File: src/rtl/fetch_pkg.sv
// Shared types and default sizes for the instruction-fetch controller.
package fetch_pkg;
    typedef enum logic [1:0] {IDLE, RUN, HALT} fetch_state_t;

    localparam int          ROM_ADDR_W = 8;
    localparam int          ROM_DATA_W = 16;
    localparam logic [15:0] HALT_WORD  = 16'hFFFF;
endpackage

File: src/rtl/fetch_out_reg.sv
// One-entry valid/ready holding register carrying an instruction and its fetch address.
module fetch_out_reg #(
    parameter int ADDR_W = 8,
    parameter int DATA_W = 16
) (
    input  logic              clk,
    input  logic              rst_n,
    input  logic              load,
    input  logic              flush,
    input  logic              ready,
    input  logic [DATA_W-1:0] code,
    input  logic [ADDR_W-1:0] pc,
    output logic              valid,
    output logic [DATA_W-1:0] instr,
    output logic [ADDR_W-1:0] instr_pc
);

    // Flush wins over load; load never coincides with flush at the top level.
    always_ff @(posedge clk or negedge rst_n) begin
        if (!rst_n) begin
            valid    <= 1'b0;
            instr    <= '0;
            instr_pc <= '0;
        end else begin
            if (flush) begin
                valid <= 1'b0;
            end else if (load) begin
                valid <= 1'b1;
            end else if (valid && ready) begin
                valid <= 1'b0;
            end
            if (load && !flush) begin
                instr    <= code;
                instr_pc <= pc;
            end
        end
    end

endmodule

File: src/rtl/fetch_sequencer.sv
// Program-counter owner for the combinational program ROM: fetches one word per cycle
// into a valid/ready output stage, follows start/redirect, and stops after the halt word.
module fetch_sequencer
    import fetch_pkg::*;
#(
    parameter int                ADDR_W      = ROM_ADDR_W,
    parameter int                DATA_W      = ROM_DATA_W,
    parameter logic [ADDR_W-1:0] RESET_PC    = '0,
    parameter logic [DATA_W-1:0] HALT_OPCODE = DATA_W'(HALT_WORD)
) (
    input  logic              clk,
    input  logic              rst_n,
    input  logic              start_i,
    input  logic [ADDR_W-1:0] start_pc_i,
    input  logic              redirect_i,
    input  logic [ADDR_W-1:0] redirect_pc_i,
    output logic [ADDR_W-1:0] rom_pc_o,
    input  logic [DATA_W-1:0] rom_code_i,
    output logic              instr_valid_o,
    input  logic              instr_ready_i,
    output logic [DATA_W-1:0] instr_o,
    output logic [ADDR_W-1:0] instr_pc_o,
    output logic              busy_o,
    output logic              halted_o
);

    fetch_state_t      state;
    logic [ADDR_W-1:0] fetch_pc;
    logic              busy;
    logic              halted;
    logic              capture;
    logic              flush;

    // Redirect takes priority over capture; a stalled output blocks capture.
    assign capture = (state == RUN) && !redirect_i && (!instr_valid_o || instr_ready_i);
    // Start out of IDLE/HALT drops any held halt word; redirect drops the wrong-path word.
    assign flush   = ((state != RUN) && start_i) || ((state == RUN) && redirect_i);

    assign rom_pc_o = fetch_pc;
    assign busy_o   = busy;
    assign halted_o = halted;

    always_ff @(posedge clk or negedge rst_n) begin
        if (!rst_n) begin
            state    <= IDLE;
            fetch_pc <= RESET_PC;
            busy     <= 1'b0;
            halted   <= 1'b0;
        end else begin
            case (state)
                IDLE, HALT: begin
                    if (start_i) begin
                        state    <= RUN;
                        fetch_pc <= start_pc_i;
                        busy     <= 1'b1;
                        halted   <= 1'b0;
                    end
                end
                RUN: begin
                    if (redirect_i) begin
                        fetch_pc <= redirect_pc_i;
                    end else if (capture) begin
                        fetch_pc <= fetch_pc + ADDR_W'(1);
                        if (rom_code_i == HALT_OPCODE) begin
                            state  <= HALT;
                            busy   <= 1'b0;
                            halted <= 1'b1;
                        end
                    end
                end
                default: begin
                    state  <= IDLE;
                    busy   <= 1'b0;
                    halted <= 1'b0;
                end
            endcase
        end
    end

    fetch_out_reg #(
        .ADDR_W (ADDR_W),
        .DATA_W (DATA_W)
    ) u_out (
        .clk      (clk),
        .rst_n    (rst_n),
        .load     (capture),
        .flush    (flush),
        .ready    (instr_ready_i),
        .code     (rom_code_i),
        .pc       (fetch_pc),
        .valid    (instr_valid_o),
        .instr    (instr_o),
        .instr_pc (instr_pc_o)
    );

endmodule

File: config.mk
export PLATFORM = sky130hd
export DESIGN_NAME = fetch_sequencer
export DESIGN_NICKNAME = d
export VERILOG_FILES = /design/src/rtl/fetch_pkg.sv /design/src/rtl/fetch_out_reg.sv /design/src/rtl/fetch_sequencer.sv
export SDC_FILE = /design/constraint.sdc
export NUM_CORES = 1
export LEC_CHECK = 0
export CORE_UTILIZATION = 45
export CTS_CLUSTER_DIAMETER = 60
export DETAILED_ROUTE_END_ITERATION = 8
export PLACE_DENSITY = 0.81
export SYNTH_ARGS = -nofsm -noshare
export SYNTH_HDL_FRONTEND = slang
export SYNTH_SLANG_ARGS = --single-unit
File: constraint.sdc
create_clock -name clk -period 2.5 [get_ports clk]
set_input_delay 0.25 -clock clk [delete_from_list [all_inputs] [get_ports clk]]
set_output_delay 0.25 -clock clk [all_outputs]
set_load 0.005 [all_outputs]
=== After elaboration in Yosys (flattened, before gate mapping) ===
Index checks and enable logic that the tools add are counted.

* Memories: 0
* Bits in read-only memories: 0
* RAM bits: 0
* Bits in latches: 0
* Register bits: 37
* Input port bits: 37
* Output and inout port bits: 35

* Reduce and logical (&&, ||, !) cells: 17
* Muxes and demuxes: 22
* Order comparisons: 0
* Bitwise logic cells: 0
* Eq/ne operators: 9
* Shift operators: 0
* Add/subtract/negate cells: 1
* Div/mod/pow operators: 0
* Multipliers: 0

{| class="wikitable"
|+ Operators by type and width
! operator !! number
|-
| 8-bit two-way mux || 3
|-
| 16-bit == test (second input constant) || 1
|-
| 8-bit case mux with 2 select lines || 1
|-
| 1-bit two-way mux || 11
|-
| 8-bit by 1-bit adder with 8-bit output (second input constant) || 1
|-
| 2-bit two-way mux || 4
|-
| 1-bit logical AND || 6
|-
| 2-bit by 1-bit inequality test with 1-bit output (second input constant) || 3
|-
| 2-bit inequality test (second input constant) || 2
|-
| 1-bit case mux with 2 select lines || 2
|-
| 2-bit case mux with 2 select lines || 1
|-
| 4-bit AND reduction || 1
|-
| 1-bit zero test || 3
|-
| 3-bit by 2-bit inequality test with 1-bit output (second input constant) || 1
|-
| 3-bit AND reduction || 1
|-
| 3-bit nonzero test || 1
|-
| 2-bit by 1-bit == test with 1-bit output (second input constant) || 1
|-
| 2-bit == test (second input constant) || 1
|-
| 2-bit zero test || 1
|-
| 1-bit logical OR || 2
|-
| 2-bit nonzero test || 1
|-
| 2-bit OR reduction || 1
|}

=== Logic depth before layout (Yosys ltp) ===
* Depth in word-level cells: 6
* Mapped depth: 5

=== By module ===
From an unflattened synthesis, not the netlist that was laid out.

* Cell total of the unflattened synthesis: 157
* Area, all modules: 1860.5 µm²

{| class="wikitable"
|+ Modules (own cells, without submodules)
! module !! cells an instance !! seq. area each (µm²) !! instances !! area each (µm²)
|-
| fetch_out_reg || 56 || 625.6 || 1 || 1051.0
|-
| fetch_sequencer || 101 || 300.3 || 1 || 809.5
|}

=== Worst setup path before layout ===
No wires, ideal clock.

* Path type: register to register
* From: register halted_o (netlist name)
* To: register fetch_pc[7] (netlist: rom_pc_o[7])
* Path buffers: 1
* Arrival time: 1610 ps
* Data required time: 2434 ps
* Stages on the path, launching flop included: 6
* Setup slack: 824 ps
* Library setup time: 66 ps
* Period minus slack after synthesis: 1676 ps
* Cell sequence: dfrtp_1 > or3b_1 > buf_2 > or4_4 > o211ai_2 > a22o_1

{| class="wikitable"
|+ RTL lines
! element !! RTL line !! text
|-
| end signal: assignment || fetch_sequencer.sv:54 || <nowiki>fetch_pc <= start_pc_i;</nowiki>
|-
| end signal: assignment || fetch_sequencer.sv:61 || <nowiki>fetch_pc <= redirect_pc_i;</nowiki>
|-
| end signal: assignment || fetch_sequencer.sv:63 || <nowiki>fetch_pc <= fetch_pc + ADDR_W'(1);</nowiki>
|-
| end: declaration || fetch_sequencer.sv:28 || <nowiki>logic [ADDR_W-1:0] fetch_pc;</nowiki>
|}

=== Worst setup path in the final report ===
* From: register state[0]
* To: register fetch_pc[7] (netlist: rom_pc_o[7])

* Cells in the longest elaborated chain, start to end: 5
* Elaborated cells on any way between the ends: 11
* Classes of those cells: eq/ne: 4; mux: 1; reduce/logical: 6

{| class="wikitable"
|+ RTL lines
! element !! RTL line !! text
|-
| start: declaration || fetch_sequencer.sv:27 || <nowiki>fetch_state_t state;</nowiki>
|-
| start signal: assignment || fetch_sequencer.sv:45 || <nowiki>state <= IDLE;</nowiki>
|-
| start signal: assignment || fetch_sequencer.sv:53 || <nowiki>state <= RUN;</nowiki>
|-
| start signal: assignment || fetch_sequencer.sv:65 || <nowiki>state <= HALT;</nowiki>
|-
| 2-bit by 1-bit == test with 1-bit output || fetch_sequencer.sv:35, fetch_sequencer.sv:50 ||
|-
| 1-bit logical AND (2 in series) || fetch_sequencer.sv:35 || <nowiki>assign capture = (state == RUN) && !redirect_i && (!instr_valid_o || instr_ready_i);</nowiki>
|-
| 3-bit by 2-bit inequality test with 1-bit output (no line) || n/a ||
|-
| 3-bit AND reduction (no line) || n/a ||
|}

Several ways; a longest one is shown, not always the timed one.
A chain may end at the register's enable or synchronous reset.

==> results_dict.tcl <==
set metrics [dict create \
    synth-edff-count 0 \
    clkTransAtPathRegs_ns 0.07 \
    drc_errors 0 \
    grt_pass1_wl_mm 7.29 \
    track_usage_pct 24.1 \
    synth_xor_area_share_pct 1.05 \
    power_density_mw_per_mm2 912 \
    setup_ws_ns 0.671 \
    core_mm2 0.00344 \
    syn_area_mm2 0.00167 \
    final_cells 264 \
    status "finished clean" \
    layout-drive-gt1-share_pct 17.4 \
    synth_cell_types 32 \
    critPathMaxStageDelay_ns 0.46 \
    finalHoldViolCount 0 \
    clk_latency_ns 0.28 \
    n_fill_cell 260 \
    async_reset_ff_share_pct 100 \
    antenna_found_initial 0 \
    rsz0062_at_grt "false" \
    slowest_stage "dfrtp_1" \
    crit_path_start_kind "flop" \
    cts_inserted_buffers 5 \
    fmax_mhz 547 \
    synth_warnings 0 \
    synth_cells 143 \
    post_cts_buffers 0 \
    crit_buf_inv 0 \
    synthFlopType "dfrtp_1" \
    synth_top_family_by_area "multiplexers" \
    period_share_pct 73.2 \
    io_buffers 71 \
    cp.arrival_ns 2.01 \
    place_area_mm2 0.00242 \
    htreeDepth 2 \
    synth_top_area_share_pct 54.0 \
    power.leakage_nw 1.04 \
    critPathKind "flop to flop" \
    synth-compound-area-share_pct 11.7 \
    antenna_left 0 \
    synth-seq-cells 36 \
    synth.most_common_cell "dfrtp_1" \
    timing.hold.ws_ns 0.0506 \
    rows 21 \
    tritoncts "built" \
    worstPathRequired_ns 2.68 \
    skew_ns 0.00367 \
    diodes 0 \
    grt_pass1_vias 1468 \
    ctsResizeCount 0 \
    fin_setup_tns_ns 0 \
    die-area_mm2 0.00396 \
    synthTopCellsByCount "36 x dfrtp_1, 24 x mux2_2, 9 x o21ai_0, 8 x nor2_1, 7 x nand2_1" \
    slew-limit-headroom_pct 46.2 \
    path_cells "or2b_1 > o22ai_1 > o21ai_0 > a22o_1" \
    syn_nets 181 \
    final_nets 255 \
    vias_per_cell 5.50 \
    yosys.area_share.simple_pct 13.3 \
    place.gp.congestion 0.867 \
    synth_area_leader_cell "dfrtp_1" \
    hold_class "input pin to asynchronous set/reset pin" \
    boundaryPins 72 \
    dieWidth_um 62.9 \
    gr-total-overflow 0 \
    routedWlPerCell_um 16.3 \
    start_util_pct 48.5 \
    finish.utilization_pct 74.0 \
    netlist_top_cells_area "dfrtp_1 54%, mux2_2 16%, o21ai_0 2.7%, o2bb2ai_1 2.1%, nand4_1 1.9%" \
    cts_max_path_buffers 2 \
    crit_family "compound AO/OA/AOI/OAI gates" \
    synth.avg_cell_area_um2 11.7 \
    tightest_slew_ns 0.807 \
    grt_max_degree 37 \
    fin_crit_ns 1.83 \
    ir_drop_mv 0.495 \
    path_max_fanout 11 \
    clockRootBuffer "clkbuf_8" \
    finalSetupViolations 0 \
    die_y_um 62.9 \
    synthMuxAreaShare_pct 16.8 \
    end_kind "flop" \
    synth-seq-area-share_pct 54.0 \
    slew_violations 0 \
    ctsHoldBuffers 0 \
    post-place-ws_ns 0.480 \
    numPlacedInstances 256 \
    vias 1452 \
    cap_violations 0 \
    final_area_mm2 0.00255 \
    hpwl_mm 3.12 \
    drtIter0Drc 138 \
    cts_sinks 36 \
    area_growth_syn_to_layout_pct 52.7 \
    dr.pass1.iters 4 \
    wl_mm 4.31 \
    power_mw 2.32 \
    synth-adder-area-share_pct 0.750 \
]
state kept, by name (all words and copies together), names as in the netlist:
signal / cells
busy_o: 1
halted_o: 1
rom_pc_o: 8
state: 1
u_out.instr: 16
u_out.instr_pc: 8
u_out.valid: 1
layer usage:
metal,up-vias,wire [µm],global-route usage [%]
met5,-,0,0
met4,0,51,7.27
met3,10,424,8.03
met2,93,2080,39.9
met1,678,1750,29.5
li1,671,-,-
cell usage in the layout (no fill, tap or decap), types with 4 or more instances in the layout:
| master | Yosys | routed |
|---|---|---|
| nand2_1 | 7 | 7 |
| dfrtp_1 | 36 | 36 |
| mux2_2 | 24 | 24 |
| nand3_1 | 4 | 4 |
| clkdlybuf4s50_1 | 0 | 70 |
| o21ai_0 | 9 | 9 |
| clkbuf_8 | 0 | 7 |
| o2bb2ai_1 | 4 | 4 |
| nand4_1 | 5 | 5 |
| nand2b_1 | 4 | 4 |
| a21oi_1 | 5 | 5 |
| nor2_1 | 8 | 8 |
report_power, final:
part | switching [mW] | leakage (nW) | internal [mW]
Clock | 0.201 | 0.0645 | 0.352
Combinational | 0.288 | 0.549 | 0.552
Sequential | 0.166 | 0.423 | 0.766
layout make-up:
type	instances	area, µm²	area share (%)
inverter	2	7.51	0.295
tap	46	57.6	2.26
clock buffer	7	96.3	3.78
multi-input combinational	98	728	28.6
clock inverter	1	30.0	1.18
timing repair buffer	74	728	28.6
sequential	36	901	35.3
final timing paths:
kind | end | slack, ns | start | depth (start not counted)
max | rom_pc_o[7] | 0.67 | state[0] | 4
min | u_out.valid | 0.05 | rst_n | 1
max reg2reg | rom_pc_o[7] | 0.67 | state[0] | 4
min reg2reg | u_out.instr_pc[3] | 0.51 | u_out.instr_pc[3] | 1
max in group asynchronous | u_out.instr_pc[3] | 1.94 | rst_n | 1
min in group clk | u_out.instr_pc[3] | 0.51 | u_out.instr_pc[3] | 1
cell families (layout without fill, tap and decap cells):
group / Yosys count / count (layout)
flops: 36 / 36
xor+xnor: 2 / 2
mux: 25 / 25
buf+inv: 9 / 84
fa+ha+maj: 1 / 1
simple gates: 41 / 41
compound gates: 29 / 29
Power figures use the tool's default switching activity.
